--- config.mk ---
export PLATFORM = sky130hd
export DESIGN_NAME = aes128_key_expander
export DESIGN_NICKNAME = d
export VERILOG_FILES = /design/src/rtl/aes_pkg.sv /design/src/rtl/aes_sbox.sv /design/src/rtl/aes128_key_expander.sv
export SDC_FILE = /design/constraint.sdc
export NUM_CORES = 2
export LEC_CHECK = 0
export CORE_ASPECT_RATIO = 1.2
export CORE_MARGIN = 2
export CORE_UTILIZATION = 50
export CTS_BUF_LIST = sky130_fd_sc_hd__clkbuf_16
export CTS_CLUSTER_SIZE = 16
export DETAILED_ROUTE_END_ITERATION = 10
export PLACE_DENSITY = 0.76
export SLEW_MARGIN = 0
export SYNTH_ARGS = -nofsm -noshare
export SYNTH_HDL_FRONTEND = slang
export SYNTH_SLANG_ARGS = --single-unit
--- constraint.sdc ---
create_clock -name clk -period 14.3 [get_ports clk]
set_input_delay 1.43 -clock clk [delete_from_list [all_inputs] [get_ports clk]]
set_output_delay 1.43 -clock clk [all_outputs]
set_load 0.02 [all_outputs]
--- src/rtl/aes_pkg.sv ---
// Shared AES-128 key-schedule types, constants and word helpers.
// Combinational helpers only; no latency and no flow control.
// Used by the key expander and reusable by the cipher datapath.
package aes_pkg;

    localparam int NR     = 10;
    localparam int KEY_W  = 128;
    localparam int WORD_W = 32;

    typedef logic [WORD_W-1:0] word_t;
    typedef logic [3:0]        round_t;

    typedef enum logic {
        IDLE = 1'b0,
        EMIT = 1'b1
    } state_t;

    function automatic word_t rot_word(input word_t w);
        return {w[23:0], w[31:24]};
    endfunction

    // Constant byte sits in the top byte of the word.
    function automatic word_t rcon(input round_t i);
        case (i)
            4'd1:    return 32'h01000000;
            4'd2:    return 32'h02000000;
            4'd3:    return 32'h04000000;
            4'd4:    return 32'h08000000;
            4'd5:    return 32'h10000000;
            4'd6:    return 32'h20000000;
            4'd7:    return 32'h40000000;
            4'd8:    return 32'h80000000;
            4'd9:    return 32'h1b000000;
            4'd10:   return 32'h36000000;
            default: return 32'h00000000;
        endcase
    endfunction

endpackage

--- src/rtl/aes_sbox.sv ---
// AES forward S-box for one byte.
// Purely combinational; zero latency.
// No flow control; output follows input.
module aes_sbox (
    input  logic [7:0] data,
    output logic [7:0] subst
);

    function automatic logic [7:0] xtime(input logic [7:0] a);
        return {a[6:0], 1'b0} ^ (a[7] ? 8'h1b : 8'h00);
    endfunction

    function automatic logic [7:0] gmul(input logic [7:0] a, input logic [7:0] b);
        logic [7:0] p;
        logic [7:0] aa;
        p  = 8'h00;
        aa = a;
        for (int i = 0; i < 8; i++) begin
            if (b[i]) p = p ^ aa;
            aa = xtime(aa);
        end
        return p;
    endfunction

    // Multiplicative inverse as x^254 = x^2 * x^4 * ... * x^128; maps 0 to 0.
    function automatic logic [7:0] ginv(input logic [7:0] x);
        logic [7:0] s;
        logic [7:0] r;
        s = x;
        r = 8'h01;
        for (int k = 1; k < 8; k++) begin
            s = gmul(s, s);
            r = gmul(r, s);
        end
        return r;
    endfunction

    logic [7:0] inv;

    always_comb begin
        inv   = ginv(data);
        subst = inv
              ^ {inv[6:0], inv[7]}
              ^ {inv[5:0], inv[7:6]}
              ^ {inv[4:0], inv[7:5]}
              ^ {inv[3:0], inv[7:4]}
              ^ 8'h63;
    end

endmodule

--- src/rtl/aes128_key_expander.sv ---
// Sequential AES-128 key schedule: emits round keys 0..10 for one loaded key.
// Round 0 valid the cycle after start is accepted; one key per cycle when ready.
// Valid/ready: key and round index hold while valid & !ready; outputs are registered.
module aes128_key_expander
    import aes_pkg::*;
(
    input  logic             clk,
    input  logic             rst_n,
    input  logic             start,
    input  logic [KEY_W-1:0] key_in,
    input  logic             rk_ready,
    output logic             rk_valid,
    output logic [KEY_W-1:0] rk_out,
    output logic [3:0]       rk_round,
    output logic             busy,
    output logic             done
);

    state_t           state_q, state_d;
    logic [KEY_W-1:0] key_q, key_d;
    round_t           r_q, r_d;
    logic             done_q, done_d;

    word_t rot, sub, t;
    word_t w0n, w1n, w2n, w3n;

    assign rot = rot_word(key_q[31:0]);

    for (genvar g = 0; g < 4; g++) begin : g_sbox
        aes_sbox u_sbox (
            .data  (rot[8*g +: 8]),
            .subst (sub[8*g +: 8])
        );
    end

    always_comb begin
        t   = sub ^ rcon(r_q + 4'd1);
        w0n = key_q[127:96] ^ t;
        w1n = key_q[95:64]  ^ w0n;
        w2n = key_q[63:32]  ^ w1n;
        w3n = key_q[31:0]   ^ w2n;
    end

    always_comb begin
        state_d = state_q;
        key_d   = key_q;
        r_d     = r_q;
        done_d  = 1'b0;
        case (state_q)
            IDLE: begin
                if (start) begin
                    key_d   = key_in;
                    r_d     = '0;
                    state_d = EMIT;
                end
            end
            EMIT: begin
                if (rk_ready) begin
                    if (r_q == round_t'(NR)) begin
                        state_d = IDLE;
                        done_d  = 1'b1;
                    end else begin
                        key_d = {w0n, w1n, w2n, w3n};
                        r_d   = r_q + 4'd1;
                    end
                end
            end
            default: state_d = IDLE;
        endcase
    end

    always_ff @(posedge clk or negedge rst_n) begin
        if (!rst_n) begin
            state_q <= IDLE;
            key_q   <= '0;
            r_q     <= '0;
            done_q  <= 1'b0;
        end else begin
            state_q <= state_d;
            key_q   <= key_d;
            r_q     <= r_d;
            done_q  <= done_d;
        end
    end

    assign rk_valid = (state_q == EMIT);
    assign busy     = (state_q == EMIT);
    assign rk_out   = key_q;
    assign rk_round = r_q;
    assign done     = done_q;

endmodule

==> impl_metrics.json <==
{
  "status": "complete, no violations",
  "routed_wl_mm": 237,
  "layoutNonFillerInstCount": 10900,
  "reg2reg_depth": 65,
  "cts_sinks": 134,
  "min_delay_path_depth": 2,
  "hold_class": "reg -> reg",
  "cts_tree": "done",
  "final-hold-violation-count": 0,
  "syn_area_per_cell_um2": 7.70,
  "yosysWarnings": 0,
  "rrSetupSlack_ps": 110,
  "grt_max_degree": 87,
  "overflow": 0,
  "dieArea_um2": 131000,
  "core_area_um2": 127000,
  "cts.clk_slew.worst_paths_ps": 90,
  "timing.fmax_mhz": 70.5,
  "synth_flop_cell": "dfrtp_1",
  "ys_types": 124,
  "ys_ff_latch": 134,
  "period_share": 0.992,
  "max_stage_delay_ps": 510,
  "regToRegEndpoint": "rk_out[30]",
  "whs_ps": 541,
  "startpoint": "rk_out[23]",
  "numCtsBuffers": 17,
  "fp-row-count": 143,
  "antenna_found_initial": 12,
  "critPathKind": "reg -> reg",
  "routedWlPerCell_um": 21.6,
  "synthesis.nets": 8482,
  "fillers": 10600,
  "clk_latency_ps": 550,
  "required_ps": 14730,
  "synth_cells": 8325,
  "syn_area_um2": 64100,
  "timing.rr.start": "rk_out[23]",
  "drv_slew": 0,
  "vias_per_cell": 6.07,
  "clk_path_buf_depth": 2,
  "setup_viol": 0,
  "ioPinCount": 267,
  "cpMostUsedCell": "buf_4",
  "relSlewSlack": 0.177,
  "first_pass_iters": 8,
  "hold_buffers": 0,
  "ctsHtreeMaxLevel": 4,
  "worst_pin_slew_ps": 1230,
  "syn_to_final_growth_pct": 27.7,
  "drtIter0Drc": 7010,
  "drv_cap": 0,
  "fin_skew_ps": 33.9,
  "ant_nets": 0,
  "dpl.cell_count": 10700,
  "io_buffers": 266,
  "hpwl_mm": 176,
  "rsz0062_at_grt": "true",
  "place_congestion": 1.02,
  "async_flop_share": 1.00,
  "fin_crit_ps": 14190,
  "min_from": "rk_out[55]",
  "fp.dieW_um": 331,
  "fin_util": 0.645,
  "drive_gt1_frac": 0.240,
  "min_to": "rk_out[55]",
  "die_h_um": 396,
  "cts_root_buf": "clkbuf_16",
  "grt_pass1_wl_mm": 356,
  "fin_nets": 9412,
  "slowest_stage": "mux4_2",
  "synth-edff-count": 0,
  "ys_seq_area_frac": 0.0523,
  "cp-end-kind": "register",
  "grt.total_usage": 0.339,
  "grt_pass1_vias": 62200,
  "cp.arrival_ps": 14620,
  "vias": 66400,
  "start_util": 0.505,
  "cp_max_fo": 16,
  "crit_path_start_kind": "register",
  "drc_errors": 0
}
-- cells by family (layout without fill, tap and decap cells) --
logic type                 Yosys count  count (layout)  synth area share
DFF                                134             134            0.0523
muxes                              309             309            0.0511
other                                0               4                 0
adders and majority gates           26              26           0.00504
xor gates and xnor gates          2641            2645             0.481
and+or+nand+nor                   2813            2813             0.191
buffers and inverters              669            1608            0.0436
AOI/OAI and AO/OA                 1733            1733             0.176
-- state kept, by name, summed over array words and instances, names as in the netlist --
signal / count
rk_out: 128
rk_round: 4
busy: 1
done: 1
-- critical path: cells and delay by family (launching register included) --
| family | cells | cell delay, ps |
|---|---|---|
| multiplexers | 4 | 1170 |
| flip-flops | 1 | 450 |
| AND/OR/NAND/NOR | 9 | 1670 |
| AO/OA/AOI/OAI | 15 | 3220 |
| XOR/XNOR | 18 | 4460 |
| adder cells (fa/ha/maj) | 3 | 740 |
| buffers and inverters | 16 | 2300 |
-- metrics by stage --
stage / setup TNS (ps) / worst slack [ps] / cell area [µm²]
4_1_cts: 0 / 0.121 / 76600
5_1_grt: -4860 / -307 / 81800
3_5_place_dp: -17000 / -1030 / 75300
2_1_floorplan: 0 / 0.488 / 64700
3_3_place_gp: -6570 / -855 / 75300
6_report: 0 / 110 / 81800
-- area by class of cell --
| cell class | count | area, µm² | share of cell area |
|---|---|---|---|
| multi-input combinational | 7526 | 63100 | 0.771 |
| timing repair buffer | 1471 | 12300 | 0.150 |
| sequential | 134 | 3360 | 0.0411 |
| tap | 1667 | 2090 | 0.0255 |
| clock buffer | 17 | 425 | 0.00520 |
| inverter | 105 | 405 | 0.00495 |
| clock inverter | 15 | 173 | 0.00211 |
| antenna | 4 | 10.0 | 0.000122 |
-- routing by layer --
metal	GRT usage	vias to the layer above	share of wire
met5	0	-	0.00038
met4	0.129	14	0.041
met3	0.0541	571	0.088
met2	0.547	3366	0.46
met1	0.453	31900	0.41
li1	-	30600	-
-- how the worst max path moves through the flow --
stage | endpoint | slack, ps | depth (start not counted)
final | rk_out[30] | 110 | 65
after global routing | rk_out[30] | -310 | 65
after CTS | rk_out[30] | 0.1 | 60
after detailed placement | rk_out[4] | -1030 | 55
after global placement | rk_out[4] | -860 | 54
after floorplan | rk_out[27] | 0.5 | 61
-- placed cells by master (no fill, tap or decap), drive strengths merged, types with 24 or more instances in the layout --
cell type,netlist,layout
xnor2,1706,1708
buf,203,1205
nor2,1168,1168
nand2,846,846
xor2,478,478
a21oi,427,427
o21ai,420,420
xnor3,386,387
clkdlybuf4s50,0,265
mux2i,249,249
nor3,211,211
nand3,196,196
o22ai,149,149
dfrtp,134,134
inv,94,104
a211oi,95,95
a31oi,79,79
o211ai,73,73
xor3,71,72
a22oi,68,68
nand2b,62,62
and2,57,57
nor2b,51,51
mux2,51,51
and3,45,45
nand4,34,34
or2,33,33
a32oi,32,32
or3,31,31
o31ai,30,30
nor4,29,29
a221oi,29,29
a21o,26,26
o21a,26,26
ha,25,25
o221ai,24,24
-- what timing repair did --
item                                    4_1_cts  5_1_grt
pin swaps                                    25      201
cloned                                        0        6
endpoints found under the setup margin       93      128
setup buffers                                23      164
endpoints found under the hold margin         0        0
gates resized for setup                     101      640
-- synthesized netlist by cell type, types with 84 or more instances --
library cell | number | area [µm²]
mux2i_1 | 248 | 2480
xnor2_2 | 86 | 1400
a211oi_1 | 88 | 661
nand2_1 | 843 | 3160
nor2_1 | 1162 | 4360
inv_1 | 84 | 315
o21ai_0 | 400 | 2000
a21oi_1 | 426 | 2130
clkbuf_1 | 361 | 1360
xnor2_1 | 1608 | 14100
nand3_1 | 196 | 981
xnor3_1 | 363 | 8180
nor3_1 | 207 | 1040
o22ai_1 | 147 | 920
xor2_1 | 432 | 3780
buf_2 | 117 | 586
dfrtp_1 | 134 | 3350
Power is left out: the tool's default activity adds up to more than one toggle a clock period on the data nets, which glitch-free logic cannot reach.
